==> src/rtl/ks_pluck_feeder.sv <==
// Karplus-Strong pluck feeder: LFSR noise burst on pluck, then averaging feedback ring.
// Optional decay stage enabled by defining KS_DECAY_EN.
module ks_pluck_feeder #(
  parameter int          WIDTH    = 8,
  parameter int          LEN_W    = 8,
  parameter logic [15:0] SEED     = 16'hACE1,
  parameter int          DECAY_SH = 7
) (
  input  logic             clk,
  input  logic             rst,
  input  logic             pluck,
  input  logic             mute,
  input  logic [LEN_W-1:0] burst_len,
  input  logic [WIDTH-1:0] fb_in,
  output logic [WIDTH-1:0] out,
  output logic             busy,
  output logic             ringing
);

  typedef enum logic [1:0] {IDLE, BURST, RING} state_t;

  state_t           state_reg;
  logic [15:0]      lfsr_reg;
  logic [15:0]      lfsr_next;
  logic [LEN_W-1:0] cnt_reg;
  logic [LEN_W-1:0] cnt_load;
  logic [WIDTH-1:0] prev_fb_reg;
  logic [WIDTH-1:0] out_reg;
  logic             busy_reg;
  logic             ringing_reg;
  logic [WIDTH-1:0] noise;
  logic [WIDTH:0]   sum;
  logic [WIDTH-1:0] avg;
  logic [WIDTH-1:0] ring_sample;

  if (WIDTH > 16 || WIDTH < 1 || SEED == 16'h0000 || DECAY_SH < 0) begin : g_bad_cfg
    $error("ks_pluck_feeder: invalid parameter set");
  end

  assign lfsr_next = {lfsr_reg[14:0], lfsr_reg[15] ^ lfsr_reg[13] ^ lfsr_reg[12] ^ lfsr_reg[10]};
  assign noise     = lfsr_reg[15 -: WIDTH];
  // One extra bit so the two-sample average never wraps.
  assign sum       = {1'b0, fb_in} + {1'b0, prev_fb_reg};
  assign avg       = WIDTH'(sum >> 1);
  assign cnt_load  = (burst_len == '0) ? '0 : burst_len - 1'b1;

`ifdef KS_DECAY_EN
  assign ring_sample = avg - (avg >> DECAY_SH);
`else
  assign ring_sample = avg;
`endif

  always_ff @(posedge clk) begin
    if (rst) begin
      state_reg   <= IDLE;
      lfsr_reg    <= SEED;
      cnt_reg     <= '0;
      prev_fb_reg <= '0;
      out_reg     <= '0;
      busy_reg    <= 1'b0;
      ringing_reg <= 1'b0;
    end else begin
      prev_fb_reg <= fb_in;
      if (mute) begin
        state_reg   <= IDLE;
        out_reg     <= '0;
        busy_reg    <= 1'b0;
        ringing_reg <= 1'b0;
      end else if (pluck) begin
        // The LFSR is never reseeded here, so each pluck gets fresh noise.
        state_reg   <= BURST;
        cnt_reg     <= cnt_load;
        out_reg     <= noise;
        lfsr_reg    <= lfsr_next;
        busy_reg    <= 1'b1;
        ringing_reg <= 1'b0;
      end else begin
        case (state_reg)
          IDLE: begin
            out_reg <= '0;
          end
          BURST: begin
            if (cnt_reg != '0) begin
              cnt_reg  <= cnt_reg - 1'b1;
              out_reg  <= noise;
              lfsr_reg <= lfsr_next;
            end else begin
              state_reg   <= RING;
              busy_reg    <= 1'b0;
              ringing_reg <= 1'b1;
              out_reg     <= ring_sample;
            end
          end
          RING: begin
            out_reg <= ring_sample;
          end
          default: begin
            state_reg   <= IDLE;
            out_reg     <= '0;
            busy_reg    <= 1'b0;
            ringing_reg <= 1'b0;
          end
        endcase
      end
    end
  end

  assign out     = out_reg;
  assign busy    = busy_reg;
  assign ringing = ringing_reg;

endmodule

==> config.mk <==
export PLATFORM = sky130hd
export DESIGN_NAME = ks_pluck_feeder
export DESIGN_NICKNAME = d
export VERILOG_FILES = /design/src/rtl/ks_pluck_feeder.sv
export SDC_FILE = /design/constraint.sdc
export NUM_CORES = 1
export LEC_CHECK = 0
export CORE_MARGIN = 4
export CORE_UTILIZATION = 55
export CTS_BUF_LIST = sky130_fd_sc_hd__clkbuf_8
export CTS_CLUSTER_DIAMETER = 200
export CTS_CLUSTER_SIZE = 28
export DETAILED_ROUTE_END_ITERATION = 7
export PLACE_DENSITY_LB_ADDON = 0.2
export SYNTH_ARGS = -nofsm -noshare
export SYNTH_HDL_FRONTEND = slang
export SYNTH_SLANG_ARGS = --single-unit
==> constraint.sdc <==
create_clock -name clk -period 5 [get_ports clk]
set_input_delay 0.75 -clock clk [delete_from_list [all_inputs] [get_ports clk]]
set_output_delay 0.75 -clock clk [all_outputs]
set_load 0.02 [all_outputs]
==> metrics.cfg <==
[timing]
period_share_pct=56.5
hold_viol=0
min_period_ns=2.82
fin_skew_ns=0.00912
finalSetupViolations=0
slew-limit-headroom_pct=38.3
slew_viol_final=0
tightest_slew_ns=0.926
fmax_mhz=354
grt_setup_unrepaired=false
setup_tns_ns=0

[synthesis]
synth_top_family_by_area=simple AND/OR/NAND/NOR gates
synth_nets=286
yosys_register_bits=42
synth_adder_area_share_pct=8.37
syn_avg_cell_area_um2=8.66
syn_area_mm2=0.00218
synthSimpleGateAreaFrac_pct=23.5
synth_compound_area_share_pct=21.0
synth-main-ff-cell=dfxtp_1
synth.distinct_cells=48
synth_edf_count=0
syn_inst=252
ys_seq_area_share_pct=38.5
synthMuxAreaShare_pct=0.975
yosysWarnings=0
async_flop_share_pct=0
synthXorXnorAreaFrac_pct=4.01

[layout]
diodes=0
final_cell_mix=dfxtp_1 (42), nand2_1 (39), clkdlybuf4s50_1 (29), a21oi_1 (14), nor2_1 (14)
fin_nets=315
area_growth_pct=19.8
multi_input_area_mm2=0.00126
largest_reg_flops=16
drive_above_1_share_pct=5.69
final_common_cell=dfxtp_1
seq_area_um2=841
fillers=334

[global_route]
antenna_found_initial=0
grt_most_used_layer=met2
grt_overflow=0
grt_max_degree=35
grt_util_met3_pct=4.69
grt_use_met2_pct=31.5
grt_pass1_vias=1807
grt_util_all_layers_pct=19.3
use_met1_pct=25.3
grt_pass1_wl_um=7940

[route]
via_per_inst=5.78
wirelength_um=4730
drtPass1Iterations=4
vias=1901
ant_nets=0
drt-initial-drc-count=181
wl_per_cell_um=14.4
drc=0

[flow_run]
cap_violations=0

[floorplanning]
fp.dieW_um=71.0
die_area_mm2=0.00504
rows=22
start_util_pct=58.3
die_y_um=71.0
io_pins=30
core_mm2=0.00374

[setup_path]
slowest_delay_ns=0.98
cpMaxStageDelayCell=o31ai_4
cp-start-kind=input port
worstSetupEndpointType=register
crit_chain=clkdlybuf4s50_1 > o31ai_4 > nor2_1 > a211o_1
critPathMaxFanout=24
path_class=input port to register
cp.arrival_ns=3.00
critical_path_required_ns=5.18

[pwr]
sw_frac_of_total_pct=27.3
p_seq_share_pct=45.8
power_frac_comb_pct=21.0
p_int_mw=0.594
clkPwrFrac_pct=33.2
netSwitchingPower_mw=0.223
power_mw=0.817
p_per_area_mw_per_mm2=313
ir_worst_vdd_mv=0.254
p_leak_nw=1.02

[cts]
cts_buffers=5
cts.path.max_buffers=2
path_clk_slew_ns=0.07
clock-root-buffer=clkbuf_8
h-tree-depth=2
clock-sinks=42
post_cts_resized=0
cts_tree=built
clk_latency_ns=0.30
post_cts_buffers=0
cts_hold_buf=0

[hold_path]
holdCritPathClass=register to register

[status]
status=completed

[place]
gp_congestion=0.891
portBuffers=29
dp_hpwl_um=3440

cell usage after synthesis (3+ instances only):
cell type | n | share of area [%]
a211oi_1 | 5 | 1.7
nor2b_1 | 10 | 2.9
a21oi_1 | 14 | 3.2
a21o_1 | 4 | 1.4
nor2_1 | 14 | 2.4
clkbuf_1 | 7 | 1.2
o21ai_0 | 9 | 2.1
nor4b_1 | 3 | 1.2
nor4_1 | 5 | 1.4
nand3b_1 | 8 | 2.8
a31oi_1 | 9 | 2.6
a22o_1 | 3 | 1.2
nor3_1 | 8 | 1.8
inv_1 | 9 | 1.5
nand2_1 | 39 | 6.7
xnor2_1 | 7 | 2.8
dfxtp_1 | 42 | 39
a22oi_1 | 5 | 1.7
ha_1 | 13 | 7.5
xor2_1 | 3 | 1.2
critical path, delay by kind of cell:
kind,cells,cell delay (ns)
compound gates,2,1.28
buf+inv,1,0.82
simple gates,1,0.14
power groups by stage:
stage               clock network (mW)  logic (mW)  registers [mW]
global route                     0.292       0.191           0.378
floorplan                            0       0.119           0.380
finish                           0.271       0.171           0.375
detailed placement                   0       0.170           0.382
global placement                     0       0.167           0.381
CTS                              0.278       0.171           0.374
path summary, 6_finish.rpt:
| kind | start | end | slack (ns) | cells past startpoint |
|---|---|---|---|---|
| setup / recovery | pluck | lfsr_reg[0] | 2.18 | 4 |
| hold / removal | lfsr_reg[1] | lfsr_reg[2] | 0.45 | 2 |
| hold reg to reg | lfsr_reg[1] | lfsr_reg[2] | 0.45 | 2 |
| setup reg to reg | cnt_reg[0] | lfsr_reg[0] | 2.47 | 6 |
per-layer routing:
layer / vias to the layer above / part of all wire, %
li1: 971 / -
met2: 46 / 47
met5: - / 0
met3: 6 / 4.5
met1: 878 / 48
met4: 0 / 1.1
cell families (layout without fill, tap and decap cells):
kind of cell,after synthesis,in the layout
simple gates,100,100
compound gates,66,66
flops,42,42
buf+inv,18,47
fa+ha+maj,14,14
xor+xnor,10,10
mux,2,2
stage by stage:
stage | hold WS [ns] | setup slack [ns] | util (%) | instances | instance area, um^2
final | 0.452 | 2.18 | 69.9 | 329 | 2620
after floorplan | 0.432 | 2.78 | - | 252 | 2180
after global placement | 0.440 | 1.98 | 66.8 | 322 | 2500
after CTS | 0.456 | 2.19 | 69.9 | 329 | 2620
after detailed placement | 0.445 | 1.88 | 66.8 | 322 | 2500
after global routing | 0.468 | 2.03 | 69.9 | 329 | 2620
cell type report:
class                      count  area share, %
multi-input combinational    192           48.3
tap                           48           2.30
inverter                       9           1.29
clock buffer                   6           3.16
timing repair buffer          31           11.7
sequential                    42           32.2
clock inverter                 1           1.15
Note: power is estimated with default switching activity, not from simulation.
